==> src/rtl/demux_1x4_tdm.sv <==
`default_nettype none
// +----------------------------------------------------------------------+
// | Module      : demux_1x4_tdm                                          |
// | Description : 1-to-4 time-division demultiplexer with ready/valid    |
// |               input, per-channel registered outputs held until       |
// |               acknowledged, round-robin or explicit channel select   |
// |               and frame sync that rewinds the round-robin pointer.   |
// | Revision    : 1.0 - initial release                                  |
// +----------------------------------------------------------------------+
module demux_1x4_tdm #(
  parameter int WIDTH = 8
) (
  input  logic             clk,
  input  logic             rst_n,
  input  logic [WIDTH-1:0] in,
  input  logic             in_valid,
  output logic             in_ready,
  input  logic             auto,
  input  logic [1:0]       sel,
  input  logic             sync,
  output logic [WIDTH-1:0] out0,
  output logic [WIDTH-1:0] out1,
  output logic [WIDTH-1:0] out2,
  output logic [WIDTH-1:0] out3,
  output logic [3:0]       out_valid,
  input  logic [3:0]       out_ack,
  output logic [1:0]       ptr
);

  localparam int N_CH = 4;

  logic [WIDTH-1:0] data_q [N_CH];
  logic [WIDTH-1:0] data_d [N_CH];
  logic [3:0]       out_valid_q;
  logic [3:0]       out_valid_d;
  logic [1:0]       ptr_q;
  logic [1:0]       ptr_d;
  logic [1:0]       tgt;
  logic             xfer;

  // Target selection and handshake: a channel can take a word when it is
  // empty or its current word is being acknowledged in the same cycle.
  always_comb begin
    tgt      = auto ? ptr_q : sel;
    in_ready = rst_n & (~out_valid_q[tgt] | out_ack[tgt]);
    xfer     = in_valid & in_ready;
  end

  // Next-state: acks drop valid bits, a transfer loads the target channel
  // (overriding its ack), sync rewinds the pointer after any increment.
  always_comb begin
    data_d      = data_q;
    out_valid_d = out_valid_q & ~out_ack;
    ptr_d       = ptr_q;
    if (xfer) begin
      data_d[tgt]      = in;
      out_valid_d[tgt] = 1'b1;
      if (auto) begin
        ptr_d = ptr_q + 2'd1;
      end
    end
    if (sync) begin
      ptr_d = 2'd0;
    end
  end

  // State registers with synchronous active-low reset.
  always_ff @(posedge clk) begin
    if (!rst_n) begin
      for (int i = 0; i < N_CH; i++) begin
        data_q[i] <= '0;
      end
      out_valid_q <= 4'b0000;
      ptr_q       <= 2'd0;
    end else begin
      data_q      <= data_d;
      out_valid_q <= out_valid_d;
      ptr_q       <= ptr_d;
    end
  end

  assign out0      = data_q[0];
  assign out1      = data_q[1];
  assign out2      = data_q[2];
  assign out3      = data_q[3];
  assign out_valid = out_valid_q;
  assign ptr       = ptr_q;

endmodule
`default_nettype wire
==> config.mk <==
export PLATFORM = sky130hd
export DESIGN_NAME = demux_1x4_tdm
export DESIGN_NICKNAME = d
export VERILOG_FILES = /design/src/rtl/demux_1x4_tdm.sv
export SDC_FILE = /design/constraint.sdc
export NUM_CORES = 1
export LEC_CHECK = 0
export BUFFER_PORTS_ARGS = -buffer_cell sky130_fd_sc_hd__buf_2
export CAP_MARGIN = 10
export CELL_PAD_IN_SITES_DETAIL_PLACEMENT = 1
export CELL_PAD_IN_SITES_GLOBAL_PLACEMENT = 2
export CORE_ASPECT_RATIO = 1.25
export CORE_MARGIN = 3
export CORE_UTILIZATION = 32
export CTS_CLUSTER_SIZE = 10
export DETAILED_ROUTE_END_ITERATION = 12
export PLACE_DENSITY = 0.9
export SYNTH_ARGS = -nofsm -noshare
export SYNTH_HDL_FRONTEND = slang
export SYNTH_SLANG_ARGS = --single-unit
==> constraint.sdc <==
create_clock -name clk -period 3.6 [get_ports clk]
set_input_delay 0 -clock clk [delete_from_list [all_inputs] [get_ports clk]]
set_output_delay 0 -clock clk [all_outputs]
set_load 0.05 [all_outputs]
; Word-level counts from Yosys, hierarchy flattened
; Cells that the tools add are included.
[op_classes]
n_reduce_logical = 4
addsub = 1
n_lt_le_gt_ge = 4
n_bitwise = 9
mux = 11
[ops]
columns = op, n
row1 = 32-bit bitwise mux, 1
row2 = 8-bit demux with 2-bit select, 1
row3 = 8-bit 2-to-1 mux, 1
row4 = 4-bit AND, 1
row5 = 1-bit binary-select mux with 2-bit select, 2
row6 = 4-bit 2-to-1 mux, 1
row7 = 4-bit inverter, 1
row8 = 4-bit OR, 1
row9 = "3-bit greater-or-equal comparator, second input constant", 1
row10 = "2-bit by 3-bit < comparator with 1-bit output, second input constant", 1
row11 = "3-bit by 1-bit < comparator with 1-bit output, second input constant", 1
row12 = 1-bit 2-to-1 mux, 3
row13 = 2-bit inverter with 3-bit output, 1
row14 = "2-bit by 1-bit adder with 2-bit output, second input constant", 1
row15 = 1-bit AND, 2
row16 = 1-bit demux with 2-bit select, 1
row17 = "2-bit by 1-bit greater-or-equal comparator with 1-bit output, second input constant", 1
row18 = 1-bit logical AND, 2
row19 = 2-bit 2-to-1 mux, 1
row20 = 1-bit inverter, 2
row21 = 2-bit AND reduction, 1
row22 = 2-bit OR reduction, 1
row23 = 1-bit OR, 1
[word_totals]
elab_cells = 35
out_inout_bits = 39
ff_bits = 38
in_bits = 19

; Longest topological paths before layout
; Gate-level depths: netlist (run 1).
[logic_depth]
depth_word = 8
mapped_depth = 5
mapped_depth_nobuf = 4

; Worst setup path after synthesis (run 1)
; OpenSTA, ideal clock, no wires.
[synth_timing]
path_type = register -> output
from = reg ptr_q[1] (netlist: ptr[1])
to = out in_ready
slack_ns = 1.816
path_stages_with_launch = 5
path_buffers = 0
required_time_ns = 3.600
arrival_ns = 1.784
path_cell_list = dfxtp_1 -> mux2i_2 -> mux2_2 -> mux2i_1 -> and2_1
[synth_via]
elab_chain_cells = 6
word_cells_on_any_way = 8
cone_classes = mux (5) / bitwise (3)
[synth_lines]
columns = item, line_no
row1 = from (decl), 36  ; logic [1:0] ptr_q;
row2 = from (signal assigned), 78  ; ptr_q <= ptr_d;
row3 = 2-bit 2-to-1 mux (*), 44  ; tgt = auto ? ptr_q : sel;
row4 = 1-bit binary-select mux with 2-bit select, 45  ; in_ready = rst_n & (~out_valid_q[tgt] | out_ack[tgt]);
row5 = 1-bit 2-to-1 mux (not written as such), 45
row6 = 1-bit inverter, 45
row7 = 1-bit OR (*), 45
row8 = 1-bit AND (*), 45
row9 = to (decl), 17  ; output logic in_ready,
; Every way passes the cells marked *; elsewhere a longest branch is shown, timed or not. The select of a mux whose other input is x is not followed.

; Worst setup path in the final report (run 1)
; Ends and elaborated chain as after synthesis.

==> flow_metrics.py, run 1 <==
metrics = {
    "synthesis": {
        "netlist_area_um2": 1580,
        "synth_fp_nets": 157,
        "ys_types": 21,
        "seq_area_frac_synth_pct": 48.3,
        "ys_seq_elements": 38,
        "yosysWarningCount": 0,
        "syn_area_per_cell_um2": 11.4,
        "syn_inst": 138,
    },
    "clocking": {
        "clock_tree.root_cell": "clkbuf_8",
        "post-cts-setup-buffers": 0,
        "cts_tree": "built",
        "postCtsHoldBufs": 1,
        "clk_latency_ns": 0.29,
        "clk_pin_slew_ns": 0.08,
        "htree_num_levels": 2,
        "ctsResizeCount": 0,
        "cts.sinks": 38,
        "numCtsBuffers": 5,
        "clock_path_buffers": 2,
    },
    "worst_hold_path": {
        "min_path_type": "primary input to register",
    },
    "final_layout": {
        "multiInputGateArea_um2": 768,
        "instances_no_fill": 256,
        "n_antenna_cell": 0,
        "final-seq-area_um2": 761,
        "fillCellCount": 546,
        "drive_gt1_share_pct": 38.9,
        "syn2layout_area_growth_pct": 28.2,
        "final_net_count": 216,
    },
    "run": {
        "cap_violations": 0,
    },
    "critical_path": {
        "cp_data_required_time_ns": 3.60,
        "r2r_slack_ns": 1.61,
        "critical_path.top_delay_family": "multiplexers",
        "worstPathMaxFanout": 6,
        "start_kind": "register",
        "end_kind": "output pin",
        "arrival_ns": 2.02,
        "critPathBufInv": 1,
        "crit_path_top_delay_cell": "mux2_2",
        "path_cells": "mux2i_2 -> mux2_2 -> mux2i_1 -> and2_1 -> buf_2",
        "slowest_delay_ns": 0.43,
        "crit_type": "register to output pin",
    },
    "routing": {
        "ant_nets": 0,
        "drt-total-wl_um": 3770,
        "drc": 0,
        "vias_per_cell": 4.67,
        "first_iter_violations": 25,
        "vias": 1196,
        "firstDrtPassIters": 4,
        "routedWlPerCell_um": 14.7,
    },
    "global_routing": {
        "grt_antenna_before_repair": 0,
        "grt_max_degree": 41,
        "overflow": 0,
        "first_global_vias": 1294,
        "track_usage_pct": 14.3,
        "grt_first_pass_wirelength_um": 6290,
    },
    "place": {
        "port-buffer-count": 57,
        "place_congestion": 0.704,
        "dp_cells": 247,
        "place_hpwl_um": 2760,
    },
    "sta": {
        "tightest_slew_ns": 0.858,
        "rsz0062_at_grt": "false",
        "fmax_ghz": 0.495,
        "setup_tns_ns": 0,
        "whs_ns": 0.0192,
        "final.period_utilization_pct": 56.1,
        "clock-skew-final_ns": 0.00876,
        "fin_crit_ns": 2.02,
        "finalHoldViolCount": 0,
        "setup_viol": 0,
        "slew_headroom_pct": 42.4,
        "drv_slew": 0,
    },
    "floorplanning": {
        "die-area_um2": 5810,
        "start_util_pct": 34.3,
        "die_x_um": 68.8,
        "rows": 27,
        "die_height_um": 84.5,
        "core_um2": 4590,
        "ios": 58,
    },
    "power_and_ir_drop": {
        "ir_drop_uv": 192,
        "leakage_nw": 0.840,
        "p_total_mw": 0.894,
        "powerDensity_nw_per_um2": 443,
    },
    "status": {
        "outcome": "completed",
    },
}
==> flip-flops by register name, indices dropped and copies added, names as in the netlist <==
name       cells
out0           8
out1           8
out2           8
out3           8
out_valid      4
ptr            2
==> cell families after synthesis <==
family	share of synthesized area, %
flops	48.3
buf+inv	3.57
simple gates	20.5
mux	24.1
compound gates	3.57
==> cell type report <==
class	instances	share of cell area, %
clock buffers	5	3.41
clock inverters	3	1.98
multi-input cells	92	38.0
flip-flops and latches	38	37.6
well taps	58	3.59
repair buffers	60	15.4
==> power by group <==
part           internal, mW  switching (mW)  leakage, nW
Sequential            0.429         0.00481        0.307
Clock                 0.204           0.151       0.0579
Combinational        0.0368          0.0684        0.475
==> cells in the final DEF, fill, tap and decap left out, drive strengths merged <==
cell type,count
o221a,1
mux2i,35
and2,2
nor2,1
bufinv,1
and4b,1
o31ai,1
clkinv,2
nand2,2
nand3,1
buf,59
clkbuf,5
o211ai,1
nand2b,1
mux2,2
nor4,1
o21a,4
and2b,1
nor4b,2
dlygate4sd3,1
nor2b,36
dfxtp,38
==> per-stage QoR <==
step	utilization [%]	worst slack, ns	area, µm²
6_report	44.0	1.58	2020
5_1_grt	44.0	1.41	2020
4_1_cts	44.0	1.53	2020
2_1_floorplan	-	1.82	1580
3_5_place_dp	41.4	1.55	1900
3_3_place_gp	41.4	1.58	1900
==> cells in the mapped netlist <==
master	number	area [µm²]
o21a_1	4	30.0
nand2_1	2	7.51
o31ai_1	1	7.51
mux2_2	2	22.5
nor2_1	1	3.75
nand2b_1	1	6.26
o221a_2	1	11.3
nor4b_2	2	30.0
mux2i_2	2	27.5
and2b_2	1	8.76
nor2b_1	36	225
mux2i_1	33	330
clkbuf_1	4	15.0
and4b_2	1	11.3
dfxtp_1	38	761
o211ai_1	1	7.51
buf_6	3	33.8
and2_1	2	12.5
nand3_1	1	5.00
buf_4	1	7.51
nor4_2	1	12.5
==> worst paths after layout <==
| check | from | to | cells after the start |
|---|---|---|---|
| hold reg to reg | out1[7]$_SDFFE_PN0P_ | out1[7]$_SDFFE_PN0P_ | 2 |
| hold / removal | in[1] | out3[1]$_SDFFE_PN0P_ | 3 |
| setup reg to reg | ptr[0]$_SDFFE_PP0P_ | out2[3]$_SDFFE_PN0P_ | 5 |
| setup / recovery | ptr[1]$_SDFFE_PP0P_ | in_ready | 5 |
==> routing by layer <==
metal  wire [µm]  GRT usage (%)  vias to the layer above
met4          48           4.79                        0
met1        1680           18.7                      564
met3         270           4.55                        5
met2        1770           21.9                       41
li1            -              -                      586
met5           0              0                        -
==> worst register-to-register path, cell delays in order, from the launching register on <==
cell and delay [ns]:
dfxtp_1 0.35, mux2i_2 0.38, nor4b_2 0.63, buf_4 0.27, mux2i_1 0.19, nor2b_1 0.06
(Power assumes the default switching activity.)
==> run 2, diff against run 1 <==
Settings changed: CORE_UTILIZATION 32 to 29, PLACE_DENSITY 0.9 to 0.84.
Clock period 3.6 ns to 2.1 ns, I/O delays scaled along.
==> run 2 against run 1 <==
Net effect: final area decreased by 0.12%; die area rose by 9.5%; highest routed layer unchanged; via count is 0.84% higher; sequential power increased by 71%; non-clock buffer count is 1 higher; first-iteration DRC count is 40% lower; setup slack lost 1.3 ns; sequential cell count unchanged.
==> flow_metrics.py, run 2 (synthesis results as in run 1) <==
metrics = {
    "global_routing": {
        "grt_max_degree": 27,
        "grt_antenna_before_repair": 0,
        "overflow": 0,
        "grt_first_pass_wirelength_um": 6240,
        "first_global_vias": 1255,
        "track_usage_pct": 12.8,
    },
    "sta": {
        "fin_crit_ns": 1.83,
        "drv_slew": 0,
        "final.period_utilization_pct": 87.0,
        "clock-skew-final_ns": 0.00405,
        "rsz0062_at_grt": "false",
        "slew_headroom_pct": 70.2,
        "tightest_slew_ns": 0.439,
        "whs_ns": 0.00934,
        "finalHoldViolCount": 0,
        "fmax_ghz": 0.547,
        "setup_tns_ns": 0,
        "setup_viol": 0,
    },
    "critical_path": {
        "crit_path_top_delay_cell": "mux2_2",
        "arrival_ns": 1.83,
        "rr_startpoint": "ptr[0]$_SDFFE_PP0P_",
        "critical_path.top_delay_family": "multiplexers",
        "r2r_end": "out2[1]$_SDFFE_PN0P_",
        "crit_type": "register to output pin",
        "r2r_slack_ns": 0.45,
        "cp_data_required_time_ns": 2.10,
        "slowest_delay_ns": 0.41,
        "start_kind": "register",
        "r2r_cells": 5,
        "critPathBufInv": 1,
        "end_kind": "output pin",
        "path_cells": "mux2i_4 -> mux2_2 -> mux2i_1 -> and2_1 -> buf_2",
        "worstPathMaxFanout": 6,
    },
    "floorplanning": {
        "start_util_pct": 30.6,
        "die_x_um": 71.9,
        "die-area_um2": 6360,
        "die_height_um": 88.4,
        "ios": 58,
        "rows": 29,
        "core_um2": 5150,
    },
    "final_layout": {
        "mostFrequentLayoutCell": "buf_2",
        "drive_gt1_share_pct": 39.4,
        "fillCellCount": 627,
        "final-seq-area_um2": 761,
        "final_net_count": 217,
        "multiInputGateArea_um2": 786,
        "syn2layout_area_growth_pct": 28.0,
        "final_cell_mix": "57 x buf_2, 38 x dfxtp_1, 36 x nor2b_1",
        "n_antenna_cell": 0,
    },
    "power_and_ir_drop": {
        "switching_share_pct": 26.6,
        "switchingPower_mw": 0.371,
        "seq_power_share_pct": 53.3,
        "p_int_mw": 1.02,
        "powerDensity_nw_per_um2": 691,
        "clkPwrFrac_pct": 33.4,
        "power_frac_comb_pct": 13.2,
        "leakage_nw": 0.838,
        "ir_drop_uv": 331,
    },
    "status": {
        "outcome": "completed",
    },
    "place": {
        "port-buffer-count": 57,
        "place_congestion": 0.677,
        "place_hpwl_um": 2810,
    },
    "clocking": {
        "cts_tree": "built",
        "numCtsBuffers": 5,
        "htree_num_levels": 2,
        "clk_latency_ns": 0.28,
        "postCtsHoldBufs": 0,
        "cts.sinks": 38,
        "clock_tree.root_cell": "clkbuf_8",
        "clock_path_buffers": 2,
        "post-cts-setup-buffers": 0,
        "clk_pin_slew_ns": 0.07,
    },
    "run": {
        "cap_violations": 0,
    },
    "routing": {
        "drt-total-wl_um": 3820,
        "routedWlPerCell_um": 14.7,
        "ant_nets": 0,
        "drc": 0,
        "firstDrtPassIters": 4,
        "vias": 1206,
        "first_iter_violations": 15,
        "vias_per_cell": 4.64,
    },
    "worst_hold_path": {
        "hold_depth": 3,
        "holdPathEnd": "ptr[0]$_SDFFE_PP0P_",
        "min_path_type": "primary input to register",
        "worstHoldStart": "sync",
    },
}
-- run 2: cell types whose count changed in the layout (fill, tap and decap cells not counted), sizes merged --
| cell | before | now |
|---|---|---|
| dlygate4sd3 | 1 | 0 |
| buf | 59 | 61 |
| bufinv | 1 | 0 |
-- run 2: worst max-delay path by stage --
stage	start	to	slack [ns]	cells past startpoint
3_5_place_dp	ptr[1]$_SDFFE_PP0P_	out1[3]$_SDFFE_PN0P_	0.36	5
5_1_grt	ptr[1]$_SDFFE_PP0P_	in_ready	0.13	5
6_report	ptr[1]$_SDFFE_PP0P_	in_ready	0.27	5
3_3_place_gp	ptr[1]$_SDFFE_PP0P_	out0[6]$_SDFFE_PN0P_	0.45	4
2_1_floorplan	ptr[1]$_SDFFE_PP0P_	in_ready	0.32	4
4_1_cts	ptr[1]$_SDFFE_PP0P_	in_ready	0.10	5
-- run 2: final cells by class --
cell class	instances	area share [%]
sequential	38	37.7
clock inverter	2	0.496
clock buffer	5	3.41
timing repair buffer	61	15.6
multi-input combinational	92	38.9
tap	62	3.84
-- run 2: stage by stage --
step | util (%) | instances | power (mW) | setup WS, ns | area, µm²
6_report | 39.2 | 260 | 1.39 | 0.273 | 2020
5_1_grt | 39.2 | 260 | 1.47 | 0.130 | 2020
4_1_cts | 39.0 | 260 | 1.42 | 0.100 | 2010
3_5_place_dp | 37.5 | 253 | 0.946 | 0.365 | 1930
3_3_place_gp | 37.5 | 253 | 0.944 | 0.451 | 1930
2_1_floorplan | - | 138 | 0.887 | 0.316 | 1580
-- run 2: power by group through the flow --
stage / clock, mW / sequential (mW) / combinational (mW)
global placement: 0 / 0.760 / 0.184
detailed placement: 0 / 0.760 / 0.185
floorplan: 0 / 0.814 / 0.0731
global route: 0.524 / 0.746 / 0.198
CTS: 0.492 / 0.744 / 0.186
finish: 0.466 / 0.744 / 0.185
-- run 2: worst min-delay path, stage by stage --
cell and delay, ns:
buf_2 0.08, nor2b_1 0.05, o221a_2 0.11
-- run 2: what timing repair did --
action	CTS	global route
resized for setup	0	1
endpoints found under the hold margin	0	0
endpoints found under the setup margin	0	1
-- run 2: metal layers --
metal | GRT usage [%] | wire length, µm | share of wire (%) | vias up
li1 | - | - | - | 589
met1 | 14.5 | 1580 | 41 | 575
met2 | 21.7 | 1870 | 49 | 38
met3 | 5.45 | 338 | 8.8 | 4
met4 | 4.10 | 31 | 0.81 | 0
met5 | 0 | 0 | 0 | -
